## src/rtl/harmonic_sequencer.sv

```systemverilog
// Per-sample sweep controller for the harmonic amplitude scaler: restarts Scale_Mult,
// then steps it once per clock while emitting index, phase increment and level per harmonic.
module harmonic_sequencer #(
  parameter int          DIV_BIT  = 8,
  parameter int          HARM_BIT = 7,
  parameter int          INC_BIT  = 16,
  parameter int unsigned NYQ_INC  = 2**(INC_BIT-1)
) (
  input  logic                i_Clock,
  input  logic                i_Reset_N,
  input  logic                i_Sample_Strobe,
  input  logic [HARM_BIT-1:0] i_Harm_Count,
  input  logic [INC_BIT-1:0]  i_Base_Inc,
  input  logic [DIV_BIT-1:0]  i_Mult,
  output logic                o_Mult_Restart,
  output logic                o_Mult_Start,
  output logic                o_Harm_Valid,
  output logic [HARM_BIT-1:0] o_Harm_Index,
  output logic [INC_BIT-1:0]  o_Harm_Inc,
  output logic [DIV_BIT-1:0]  o_Harm_Level,
  output logic                o_Busy,
  output logic                o_Done,
  output logic                o_Overrun
);

  localparam logic [1:0] S_IDLE    = 2'd0;
  localparam logic [1:0] S_RESTART = 2'd1;
  localparam logic [1:0] S_EMIT    = 2'd2;
  localparam logic [1:0] S_DONE    = 2'd3;

  localparam logic [INC_BIT:0] NYQ_LIM = NYQ_INC[INC_BIT:0];

  logic [1:0]          state_q, state_d;
  logic [HARM_BIT-1:0] count_q, count_d;
  logic [INC_BIT-1:0]  base_q, base_d;
  logic [HARM_BIT-1:0] index_q, index_d;
  // One bit wider than the increment so the Nyquist test is made before any wrap.
  logic [INC_BIT:0]    acc_q, acc_d;
  logic                valid_q, valid_d;
  logic [HARM_BIT-1:0] hidx_q, hidx_d;
  logic [INC_BIT-1:0]  hinc_q, hinc_d;
  logic [DIV_BIT-1:0]  hlvl_q, hlvl_d;
  logic                overrun_q, overrun_d;
  logic                term;

  assign term = (index_q == count_q) || (i_Mult == '0) || (acc_q >= NYQ_LIM);

  always_comb begin
    state_d   = state_q;
    count_d   = count_q;
    base_d    = base_q;
    index_d   = index_q;
    acc_d     = acc_q;
    valid_d   = 1'b0;
    hidx_d    = hidx_q;
    hinc_d    = hinc_q;
    hlvl_d    = hlvl_q;
    overrun_d = i_Sample_Strobe && (state_q != S_IDLE);
    case (state_q)
      S_IDLE: begin
        if (i_Sample_Strobe) begin
          count_d = i_Harm_Count;
          base_d  = i_Base_Inc;
          index_d = '0;
          acc_d   = {1'b0, i_Base_Inc};
          state_d = S_RESTART;
        end
      end
      S_RESTART: state_d = S_EMIT;
      S_EMIT: begin
        if (term) begin
          state_d = S_DONE;
        end else begin
          valid_d = 1'b1;
          hidx_d  = index_q;
          hinc_d  = acc_q[INC_BIT-1:0];
          hlvl_d  = i_Mult;
          index_d = index_q + 1'b1;
          acc_d   = acc_q + {1'b0, base_q};
        end
      end
      S_DONE:  state_d = S_IDLE;
      default: state_d = S_IDLE;
    endcase
  end

  always_ff @(posedge i_Clock or negedge i_Reset_N) begin
    if (!i_Reset_N) begin
      state_q   <= S_IDLE;
      count_q   <= '0;
      base_q    <= '0;
      index_q   <= '0;
      acc_q     <= '0;
      valid_q   <= 1'b0;
      hidx_q    <= '0;
      hinc_q    <= '0;
      hlvl_q    <= '0;
      overrun_q <= 1'b0;
    end else begin
      state_q   <= state_d;
      count_q   <= count_d;
      base_q    <= base_d;
      index_q   <= index_d;
      acc_q     <= acc_d;
      valid_q   <= valid_d;
      hidx_q    <= hidx_d;
      hinc_q    <= hinc_d;
      hlvl_q    <= hlvl_d;
      overrun_q <= overrun_d;
    end
  end

  // Scale_Mult controls are decoded straight from state so they can never overlap.
  assign o_Mult_Restart = (state_q == S_RESTART);
  assign o_Mult_Start   = (state_q == S_EMIT) && !term;
  assign o_Harm_Valid   = valid_q;
  assign o_Harm_Index   = hidx_q;
  assign o_Harm_Inc     = hinc_q;
  assign o_Harm_Level   = hlvl_q;
  assign o_Busy         = (state_q != S_IDLE);
  assign o_Done         = (state_q == S_DONE);
  assign o_Overrun      = overrun_q;

endmodule

```

## config.mk

```make
export PLATFORM = sky130hd
export DESIGN_NAME = harmonic_sequencer
export DESIGN_NICKNAME = d
export VERILOG_FILES = /design/src/rtl/harmonic_sequencer.sv
export SDC_FILE = /design/constraint.sdc
export NUM_CORES = 1
export LEC_CHECK = 0
export BUFFER_PORTS_ARGS = -buffer_cell sky130_fd_sc_hd__buf_4
export CELL_PAD_IN_SITES_DETAIL_PLACEMENT = 0
export CELL_PAD_IN_SITES_GLOBAL_PLACEMENT = 1
export CORE_AREA = 2 2 100 102
export CTS_CLUSTER_DIAMETER = 120
export DETAILED_ROUTE_END_ITERATION = 6
export DIE_AREA = 0 0 102 104
export GPL_ROUTABILITY_DRIVEN = 1
export PLACE_DENSITY_LB_ADDON = 0.1
export SYNTH_ARGS = -nofsm -noshare
export SYNTH_HDL_FRONTEND = slang
export SYNTH_SLANG_ARGS = --single-unit
```

## constraint.sdc

```tcl
create_clock -name i_Clock -period 5.4 [get_ports i_Clock]
set_input_delay 0.27 -clock i_Clock [delete_from_list [all_inputs] [get_ports i_Clock]]
set_output_delay 0.27 -clock i_Clock [all_outputs]
set_load 0.01 [all_outputs]
```

# Word-level counts from Yosys, hierarchy flattened
# Cells that the tools add are included.
[word_totals] rom_bits=0 word_cells=45 mem_bits_rw=0 mem_count=0 latch_bits=0 ff_bits=82
[classes] n_reduce_logical=13 multipliers=0 order_cmp=1 mux=11 eq_ne=7 n_bitwise=1 add_sub_neg=2 n_shift=0 n_div=0
[op_table] operator="17-bit 2-to-1 mux" n=2
[op_table] operator="17-bit case mux with 2 select lines" n=1
[op_table] operator="17-bit by 16-bit adder with 17-bit output" n=1
[op_table] operator="17-bit by 16-bit greater-or-equal comparator with 1-bit output, second input constant" n=1
[op_table] operator="7-bit 2-to-1 mux" n=2
[op_table] operator="7-bit case mux with 2 select lines" n=1
[op_table] operator="8-bit logical NOT" n=1
[op_table] operator="2-bit case mux with 4 select lines" n=1
[op_table] operator="7-bit by 1-bit adder with 7-bit output, second input constant" n=1
[op_table] operator="7-bit == test" n=1
[op_table] operator="2-bit inequality test, second input constant" n=3
[op_table] operator="2-bit AND reduction" n=3
[op_table] operator="2-bit == test, second input constant" n=2
[op_table] operator="2-bit 2-to-1 mux" n=2
[op_table] operator="2-bit nonzero test" n=2
[op_table] operator="3-bit AND reduction" n=1
[op_table] operator="2-bit by 1-bit == test with 1-bit output, second input constant" n=1
[op_table] operator="1-bit logical AND" n=2
[op_table] operator="2-bit logical NOT" n=1
[op_table] operator="1-bit logical OR" n=2
[op_table] operator="1-bit 2-to-1 mux" n=2
[op_table] operator="1-bit logical NOT" n=1
[op_table] operator="1-bit inverter" n=1

# Longest topological paths before layout
[logic_depth] word_depth=5 ltp_mapped=10 ltp_nobuf=8

# Least setup slack after synthesis
# Ideal clock, no wire load.
[synth_path] path_type="register to register" start="register acc_q[0]" end="register acc_q[14]" arrival_time_ns=2.003 setup_ns=0.084 n_path_buf=0 t_required_ns=5.316 path_slack_ns=3.313 period_less_slack_ns=2.087 stages_incl_launch_ff=9 cell_sequence="dfrtp_1 > ha_1 > fa_1 > a211oi_1 > o211ai_1 > a31oi_1 > a21oi_1 > xnor2_1 > o21ai_0"
[synth_via] elab_chain_len=4 word_cells_on_any_way=7 classes_between="1 x add/sub; 1 x order compare; 1 x eq/ne; 2 x mux; 2 x reduce/logical"
[synth_lines] item="from (decl)" line_no="38" text="logic [INC_BIT:0] acc_q, acc_d;"
[synth_lines] item="from (signal assigned)" line_no="93" text="acc_q <= '0;"
[synth_lines] item="from (signal assigned)" line_no="104" text="acc_q <= acc_d;"
[synth_lines] item="17-bit by 16-bit greater-or-equal comparator with 1-bit output" line_no="46" text="assign term = (index_q == count_q) || (i_Mult == '0) || (acc_q >= NYQ_LIM);"
[synth_lines] item="1-bit logical OR" line_no="46"
[synth_lines] item="2-bit inequality test (no source line)"
[synth_lines] item="3-bit AND reduction (no source line)"
# Parallel ways exist; a longest one is shown, timed or not. The select of a mux whose other input is x is not followed.
# A chain may end at the register's enable or synchronous reset.

# Final worst setup path
[layout_path] start="register state_q[0]" end="output o_Mult_Start"
[layout_via] elab_chain_len=2
[layout_lines] item="from (decl)" line_no="33" text="logic [1:0] state_q, state_d;"
[layout_lines] item="from (signal assigned)" line_no="100" text="state_q <= state_d;"
[layout_lines] item="2-bit == test" line_no="115" text="assign o_Mult_Start = (state_q == S_EMIT) && !term;"
[layout_lines] item="1-bit logical AND" line_no="115"
[layout_lines] item="to (decl)" line_no="16" text="output logic o_Mult_Start,"
# No other way between the ends.

==> flow_metrics.tcl <==
set metrics [dict create \
    status "finished, final reports clean" \
    hold_viol 0 \
    crit_fanout 33 \
    diodes 0 \
    power_density_nw_per_um2 646 \
    dr_total_vias 3262 \
    synth_top_family_by_area "simple AND/OR/NAND/NOR gates" \
    cellInternalPower_mw 1.88 \
    worstSetupEndpointType "output pin" \
    clock_latency_ns 0.35 \
    ys_seq_area_frac 0.488 \
    cts_tree "done" \
    pwr-share-comb 0.542 \
    hpwlAfterDp_um 6660 \
    cts_made_buffers 9 \
    path_buf_inv 5 \
    drive_above_1_share 0.227 \
    coreArea_um2 9550 \
    p_seq_frac 0.323 \
    yosys_warnings 0 \
    syn_area_per_cell_um2 9.75 \
    route.final.wire_length_um 9590 \
    cts_setup_buffers 0 \
    die_x_um 102 \
    syn_nets 488 \
    vias_per_cell 5.14 \
    clk_pin_slew_ns 0.08 \
    period_share 0.579 \
    start_util 0.440 \
    fillers 924 \
    fmax_mhz 320 \
    first_pass_iters 4 \
    cellLeakagePower_nw 2.47 \
    portBuffers 70 \
    clockBufferDepth 2 \
    clock-skew-final_ns 0.0141 \
    grt_max_degree 83 \
    synth_compound_area_frac 0.111 \
    grt_pass1_vias 3143 \
    final_cell_mix "118 x nand2_1, 82 x dfrtp_1, 74 x buf_4" \
    muxShareOfSynthArea 0.0881 \
    synth-edff-count 0 \
    worst-path-stages 8 \
    track_usage 0.191 \
    cts_max_level 3 \
    synth_flop_cell "dfrtp_1" \
    cts_root_buf "clkbuf_8" \
    final.min_clock_period_ns 3.13 \
    ys_seq_elements 82 \
    finalWeightedCongestion 0.856 \
    rows 36 \
    async_reset_ff_frac 1.00 \
    drt_iter0_drc 102 \
    cp.required_ns 5.13 \
    p_clk_frac 0.135 \
    final_common_cell "nand2_1" \
    switchingPower_mw 1.37 \
    worst_pin_slew_ns 1.05 \
    crit_chain "inv_1, ha_1, buf_4, inv_2, a2111o_1, a21o_1, inv_2, buf_4" \
    p_sw_frac 0.423 \
    dieHeight_um 104 \
    r2r_cells 9 \
    setup_ws_ns 2.27 \
    syn_inst 431 \
    synth-adder-area-share 0.0702 \
    avgRoutedWirePerCell_um 15.1 \
    fin_util 0.526 \
    vdd_drop_max_v 0.000269 \
    ios 71 \
    cp_slowest_stage_delay_ns 0.48 \
    grt_setup_unrepaired "false" \
    slowest_stage "inv_2" \
    cts_sinks 82 \
    crit_family "buffers and inverters" \
    synthXorXnorAreaFrac 0.0438 \
    syn_area_um2 4200 \
    slew_viol_final 0 \
    antenna_found_initial 0 \
    die_area_um2 10600 \
    setup_viol_count_final 0 \
    grt_first_pass_wirelength_um 15700 \
    overflow 0 \
    synthSimpleGateAreaFrac 0.170 \
    cp_data_arrival_time_ns 2.86 \
    fin_nets 555 \
    post_cts_resized 0 \
    pre_cts_slack_ns 2.41 \
    hold_class "in -> async" \
    path_class "reg -> out" \
    relSlewSlack 0.303 \
    postRouteAntennaNets 0 \
    ctsHoldBuffers 0 \
    drc_errors 0 \
    cp-start-kind "register" \
    syn2layout_area_growth_pct 19.6 \
    cap_viol_max_count 0 \
    synth.distinct_cells 47 \
    tns_ns 0 \
]
registers in the layout, summed over array words and instances (netlist names):
register / flops
acc_q: 17
base_q: 16
count_q: 7
index_q: 7
o_Harm_Inc: 16
o_Harm_Index: 7
o_Harm_Level: 8
o_Harm_Valid: 1
o_Overrun: 1
state_q: 2
worst register-to-register path, delay by kind of cell (launching register included):
kind	cells	cell delay, ns
compound gates	3	0.90
fa+ha+maj	1	0.17
buf+inv	4	1.08
flops	1	0.40
simple gates	1	0.36
stage by stage:
stage | total power, mW | instance area (um^2) | hold slack (ns) | instances
2_1_floorplan | 2.32 | 4200 | -0.0256 | 431
3_3_place_gp | 2.78 | 4840 | 0.460 | 620
3_5_place_dp | 2.83 | 4840 | 0.466 | 620
4_1_cts | 3.28 | 5030 | 0.0867 | 635
5_1_grt | 3.55 | 5030 | 0.103 | 635
6_report | 3.25 | 5030 | 0.0604 | 635
synth_stat cells (all sizes together) (3+ instances only):
cell type	count	area, um^2
o211ai	4	30.0
nor3	4	20.0
nand3	7	40.0
a21o	4	30.0
a21oi	23	115
o21ai	29	145
nor2	11	41.3
dfrtp	82	2050
clkbuf	6	22.5
mux2i	10	100
nand2	118	443
xor2	13	114
xnor2	8	70.1
nand3b	4	30.0
nor3b	4	30.0
and3	3	18.8
inv	10	37.5
nor4	3	18.8
buf	12	61.3
mux2	24	270
nand2b	4	25.0
ha	22	275
a31oi	3	18.8
cell type report:
type,instances,area (um^2),area share
Sequential cell,82,2050,0.408
Inverter,10,37.5,0.00747
Tap cell,133,166,0.0331
Timing Repair Buffer,74,556,0.111
Multi-Input combinational cell,321,2030,0.404
Clock inverter,3,40.0,0.00796
Clock buffer,12,145,0.0289
power groups by stage:
stage | clock network, mW | registers [mW] | logic, mW
6_report | 0.437 | 1.05 | 1.76
5_1_grt | 0.478 | 1.09 | 1.99
4_1_cts | 0.454 | 1.05 | 1.77
3_5_place_dp | 0 | 1.07 | 1.76
3_3_place_gp | 0 | 1.06 | 1.73
2_1_floorplan | 0 | 1.06 | 1.26
path summary, 6_finish.rpt:
check	start	to	slack, ns
worst max-delay path	state_q[0]	o_Mult_Start	2.27
worst min-delay path	i_Reset_N	o_Harm_Level[5]	0.06
worst max register to register	state_q[0]	index_q[2]	2.41
worst min register to register	o_Harm_Index[4]	o_Harm_Index[4]	0.48
max in group asynchronous	i_Reset_N	acc_q[5]	4.61
min in group i_Clock	i_Mult[3]	o_Harm_Level[3]	0.11
metal layers:
layer / vias up / global-route usage / wire, um
met5: - / 0 / 0
met2: 76 / 0.284 / 4310
met4: 0 / 0.0743 / 147
met1: 1561 / 0.273 / 4750
met3: 16 / 0.0370 / 370
li1: 1609 / - / -
cell families (layout without fill, tap and decap cells):
| group | Yosys count | after routing |
|---|---|---|
| compound gates | 78 | 78 |
| fa+ha+maj | 23 | 23 |
| flops | 82 | 82 |
| buf+inv | 28 | 99 |
| xor+xnor | 21 | 21 |
| simple gates | 165 | 165 |
| mux | 34 | 34 |
Power figures use the tool's default switching activity.
